## config.mk

```make
export PLATFORM = sky130hd
export DESIGN_NAME = char_movement_ctrl
export DESIGN_NICKNAME = d
export VERILOG_FILES = /design/src/rtl/char_movement_ctrl.sv
export SDC_FILE = /design/constraint.sdc
export NUM_CORES = 1
export LEC_CHECK = 0
export CORE_AREA = 2 2 79 81
export CTS_BUF_LIST = sky130_fd_sc_hd__clkbuf_8
export DETAILED_ROUTE_END_ITERATION = 8
export DIE_AREA = 0 0 81 83
export GPL_ROUTABILITY_DRIVEN = 1
export GPL_TIMING_DRIVEN = 0
export PLACE_DENSITY = 0.87
export SYNTH_ARGS = -nofsm -noshare
export SYNTH_HDL_FRONTEND = slang
export SYNTH_SLANG_ARGS = --single-unit
export TNS_END_PERCENT = 10
```

## constraint.sdc

```tcl
create_clock -name clk_40MHz -period 2.91 [get_ports clk_40MHz]
set_input_delay 0.873 -clock clk_40MHz [delete_from_list [all_inputs] [get_ports clk_40MHz]]
set_output_delay 0.873 -clock clk_40MHz [all_outputs]
set_load 0.01 [all_outputs]
```

## src/rtl/char_movement_ctrl.sv

```systemverilog
// Character movement controller: tick-driven horizontal walking with
// saturation, plus an IDLE/JUMP/FALL vertical state machine.
module char_movement_ctrl #(
    parameter logic [11:0] X_START     = 12'd400,
    parameter logic [11:0] Y_START     = 12'd500,
    parameter logic [11:0] X_MIN       = 12'd0,
    parameter logic [11:0] X_MAX       = 12'd760,
    parameter logic [11:0] Y_MIN       = 12'd0,
    parameter logic [11:0] Y_MAX       = 12'd500,
    parameter logic [11:0] JUMP_HEIGHT = 12'd100
) (
    input  logic        clk_40MHz,
    input  logic        rst,
    input  logic        movement_tick,
    input  logic        btn_left,
    input  logic        btn_right,
    input  logic        btn_jump,
    input  logic        on_platform,
    output logic [11:0] xpos,
    output logic [11:0] ypos,
    output logic [1:0]  state,
    output logic [11:0] jump_cnt
);

    typedef enum logic [1:0] {
        ST_IDLE = 2'd0,
        ST_JUMP = 2'd1,
        ST_FALL = 2'd2,
        ST_BAD  = 2'd3
    } state_e;

    state_e      state_q,    state_d;
    logic [11:0] xpos_q,     xpos_d;
    logic [11:0] ypos_q,     ypos_d;
    logic [11:0] jump_cnt_q, jump_cnt_d;

    // Next-state and next-position computation for one movement step
    always_comb begin
        xpos_d     = xpos_q;
        ypos_d     = ypos_q;
        state_d    = state_q;
        jump_cnt_d = jump_cnt_q;

        // Horizontal motion is independent of the vertical state
        if (btn_left && !btn_right) begin
            if (xpos_q > X_MIN) xpos_d = xpos_q - 12'd1;
        end else if (btn_right && !btn_left) begin
            if (xpos_q < X_MAX) xpos_d = xpos_q + 12'd1;
        end

        case (state_q)
            ST_IDLE: begin
                if (btn_jump) begin
                    // Launch step counts as the first ascent step
                    state_d    = ST_JUMP;
                    jump_cnt_d = '0;
                    if (ypos_q > Y_MIN) ypos_d = ypos_q - 12'd1;
                end else if (!on_platform && (ypos_q < Y_MAX)) begin
                    state_d = ST_FALL;
                    ypos_d  = ypos_q + 12'd1;
                end
            end
            ST_JUMP: begin
                // Apex is detected on the step that reaches it, so a jump
                // is exactly JUMP_HEIGHT ascent steps including the launch
                if ((jump_cnt_q >= JUMP_HEIGHT - 12'd1) || (ypos_q <= Y_MIN)) begin
                    state_d = ST_FALL;
                end else begin
                    ypos_d     = ypos_q - 12'd1;
                    jump_cnt_d = jump_cnt_q + 12'd1;
                    if ((jump_cnt_q + 12'd1 == JUMP_HEIGHT - 12'd1) ||
                        (ypos_q - 12'd1 == Y_MIN))
                        state_d = ST_FALL;
                end
            end
            ST_FALL: begin
                if (on_platform || (ypos_q >= Y_MAX)) begin
                    state_d    = ST_IDLE;
                    jump_cnt_d = '0;
                end else begin
                    // Land on the same step that reaches the floor
                    ypos_d = ypos_q + 12'd1;
                    if (ypos_q + 12'd1 >= Y_MAX) begin
                        state_d    = ST_IDLE;
                        jump_cnt_d = '0;
                    end
                end
            end
            default: begin
                state_d = ST_FALL;
            end
        endcase
    end

    // State registers advance only on movement ticks
    always_ff @(posedge clk_40MHz or posedge rst) begin
        if (rst) begin
            xpos_q     <= X_START;
            ypos_q     <= Y_START;
            state_q    <= ST_IDLE;
            jump_cnt_q <= '0;
        end else if (movement_tick) begin
            xpos_q     <= xpos_d;
            ypos_q     <= ypos_d;
            state_q    <= state_d;
            jump_cnt_q <= jump_cnt_d;
        end
    end

    assign xpos     = xpos_q;
    assign ypos     = ypos_q;
    assign state    = state_q;
    assign jump_cnt = jump_cnt_q;

endmodule

```

==> impl_metrics.json <==
{
  "gr-usage-met3": 0.04130,
  "gp_congestion": 0.9620,
  "critPathMaxFanout": 7,
  "grt_pass1_vias": 3215,
  "synthMuxAreaShare": 0.01580,
  "die_h_um": 83,
  "finalSetupViolations": 2,
  "synthArstFlopShare": 1.000,
  "rsz0062_at_grt": "true",
  "grt_use_met2": 0.4763,
  "clk_path_buf_depth": 2,
  "crit_cells": 16,
  "critPathSlowestCell": "a2111oi_4",
  "syn_area_um2": 3247,
  "core.rowCount": 28,
  "path_cells": "buf_2 -> inv_2 -> ha_4 -> ha_4 -> a2111oi_4 -> o21ai_2 -> buf_4 -> buf_4 -> buf_4 -> buf_4 -> buf_4 -> buf_4 -> buf_4 -> nand2_1 -> xor2_1 -> o21ai_0",
  "crit_family": "buffers and inverters",
  "path_common_cell": "buf_4",
  "syn-instance-count": 401,
  "first_pass_iters": 5,
  "cts_hold_buf": 0,
  "critPathLaunchType": "primary input",
  "synth_edf_count": 0,
  "clk_pin_slew_ns": 0.08,
  "initial_core_util": 0.5583,
  "rrSetupSlack_ns": 0.20,
  "fp.dieArea_um2": 6723,
  "synthSimpleGateAreaFrac": 0.2566,
  "power.switching_w": 0.001835,
  "violations": "negative setup slack",
  "cap_viol_max_count": 0,
  "critPathRequiredTime_ns": 3.12,
  "tns_ns": -0.04384,
  "hold_violations": 0,
  "p_sw_frac": 0.4746,
  "h-tree-depth": 2,
  "period_share": 1.012,
  "fin_util": 0.7027,
  "ys_ff_latch": 38,
  "leakagePower_nw": 1.740,
  "min_from": "xpos[4]",
  "worst_ir_drop_vdd_v": 0.0006113,
  "clock-root-buffer": "clkbuf_8",
  "clkLatencyLatePin_ns": 0.29,
  "grt_pass1_wl_um": 15390,
  "die_w_um": 81,
  "final_max_slew_viol_count": 0,
  "gr-usage-all-layers": 0.2852,
  "busiest_layer": "met2",
  "synth_warnings": 0,
  "power_frac_comb": 0.649,
  "intPower_w": 0.002031,
  "fin_nets": 495,
  "tightest_slew_ns": 0.8257,
  "ys.flop_type": "dfrtp_1",
  "grt_util_met1": 0.3767,
  "synthAdderAreaFrac": 0.08709,
  "period_minus_slack_ns": 2.946,
  "clkSinkCount": 38,
  "drive_above_1_share": 0.1756,
  "synthToLayoutAreaGrowth_pct": 25.86,
  "cts_made_buffers": 5,
  "n_fill_cell": 461,
  "vias_per_cell": 6.351,
  "yosysSeqAreaShare": 0.2963,
  "synth-xor-area-share": 0.04586,
  "synth_top_family_by_area": "simple AND/OR/NAND/NOR gates",
  "yosysUniqueCellTypes": 65,
  "setup_slack_ns": -0.03605,
  "antennaDiodeCount": 0,
  "crit_path_end_kind": "flop",
  "hold_path_depth": 2,
  "syn_nets": 430,
  "dp_hpwl_um": 6221,
  "setup.worst_path.class": "in2reg",
  "vias": 3442,
  "r2r_cells": 10,
  "syn_area_per_cell_um2": 8.097,
  "io_pins": 45,
  "r2r_end": "state[1]",
  "crit_buf_inv": 9,
  "grt_max_degree": 39,
  "hold_class": "reg2reg",
  "io_buffers": 44,
  "power_density_nw_per_um2": 946.0,
  "power_w": 0.003866,
  "p_clk_frac": 0.103,
  "route.detailed.drc": 0,
  "antenna_found_initial": 0,
  "drtIter0Drc": 234,
  "timing.rr.start": "ypos[0]",
  "final.setup_skew_ns": 0.006636,
  "slowest_delay_ns": 0.32,
  "wl_per_cell_um": 17.23,
  "worstPathArrival_ns": 3.16,
  "whs_endpoint": "xpos[4]",
  "wl_um": 9340,
  "globalRoute.totalOverflow": 0,
  "fmax_mhz": 339.4,
  "pre_cts_ws_ns": -0.5824,
  "layout_commonest_cell": "nand2_1",
  "hold_ws_ns": 0.5276,
  "outcome": "complete, but fails checks",
  "final_cell_mix": "nand2_1, clkdlybuf4s50_1, nor2_1",
  "core_area_um2": 5816,
  "power_frac_seq": 0.248,
  "cts_tree": "done",
  "ant_nets": 0,
  "slew_headroom": 0.4487,
  "synth-compound-area-share": 0.2366
}
stage by stage:
step,area (um2),cells
finish,4086,542
global route,4086,542
CTS,4074,542
detailed placement,3841,520
global placement,3841,520
floorplan,3307,401
worst reg2reg max path, stage by stage, from the launching register on:
cell and delay (ns):
dfrtp_1 0.43, buf_4 0.20, inv_1 0.09, ha_1 0.17, or3b_2 0.50, xor2_1 0.15, nand3b_1 0.10, nor4_1 0.34
nand3_1 0.14, a31oi_2 0.28, mux2i_1 0.23
power groups by stage:
stage	clock network, W	logic [W]	registers [W]
2_1_floorplan	0	0.00149	0.000977
3_3_place_gp	0	0.00220	0.000941
3_5_place_dp	0	0.00227	0.000954
4_1_cts	0.000405	0.00240	0.000945
5_1_grt	0.000425	0.00274	0.000983
6_report	0.000398	0.00251	0.000958
worst max-delay path by stage:
stage                          from       end  slack [ns]
after CTS                 btn_right  xpos[11]        0.04
after floorplan           btn_right  xpos[11]        0.02
after global placement    btn_right  xpos[11]       -0.57
after global routing      btn_right   xpos[7]       -0.08
after detailed placement  btn_right  xpos[11]       -0.58
final                     btn_right   xpos[7]       -0.04
per-layer routing:
layer / share of wire / wire [um] / vias up
met5: 0 / 0 / -
met4: 0.023 / 218 / 0
met3: 0.076 / 711 / 26
met2: 0.49 / 4566 / 189
met1: 0.41 / 3843 / 1637
li1: - / - / 1590
logic make-up (layout without fill, tap and decap cells):
family | count (synthesis) | count (layout)
AND/OR/NAND/NOR | 162 | 162
AO/OA/AOI/OAI | 112 | 112
buffers and inverters | 45 | 111
flip-flops | 38 | 38
adder cells (fa/ha/maj) | 22 | 22
XOR/XNOR | 17 | 17
multiplexers | 5 | 5
flip-flops by register name, indices dropped and copies added (netlist names):
signal,count
state,2
xpos,12
jump_cnt,12
ypos,12
cell usage after synthesis, types with 2 or more instances:
cell / n / share of area
nor2_1: 33 / 0.038
o31ai_1: 3 / 0.0069
nand2b_1: 5 / 0.0096
xor2_1: 10 / 0.027
or3b_2: 2 / 0.0054
a21o_1: 4 / 0.0092
ha_1: 21 / 0.081
a21oi_1: 21 / 0.032
and3_1: 4 / 0.0077
and4_1: 6 / 0.016
mux2i_1: 4 / 0.012
o21ai_0: 32 / 0.049
o41ai_2: 2 / 0.010
o22ai_1: 2 / 0.0039
o221ai_1: 3 / 0.0081
a221oi_1: 2 / 0.0054
a31oi_1: 9 / 0.017
a21boi_0: 2 / 0.0046
nor3_1: 11 / 0.017
or4_1: 6 / 0.014
buf_2: 12 / 0.018
dfrtp_1: 29 / 0.22
o211ai_1: 4 / 0.0092
nand2_1: 44 / 0.051
nor4_1: 7 / 0.013
dfstp_2: 9 / 0.073
xnor2_1: 7 / 0.019
inv_1: 18 / 0.021
o21a_1: 4 / 0.0092
nor3b_1: 2 / 0.0046
buf_4: 4 / 0.0092
clkbuf_1: 10 / 0.012
nand4b_1: 2 / 0.0054
a22oi_1: 3 / 0.0069
and2_1: 8 / 0.015
a22o_1: 6 / 0.016
nand3_1: 19 / 0.029
or2_2: 4 / 0.0077
what timing repair did:
item                                    4_1_cts  5_1_grt
pin swaps                                     9        1
setup buffers                                14        0
gates resized for setup                      18        5
endpoints found under the setup margin        4       15
cell type report:
type                       instances  area [um2]  share of cell area
tap                               75       93.84             0.02296
inverter                          18       67.56             0.01653
sequential                        38       962.2              0.2355
buffer                            27       133.9             0.03276
clock inverter                     2       12.51            0.003062
clock buffer                       6       82.58             0.02021
multi-input combinational        318        2191              0.5361
timing repair buffer              58       543.0              0.1329
No activity file was read; power rests on OpenSTA's default activity.
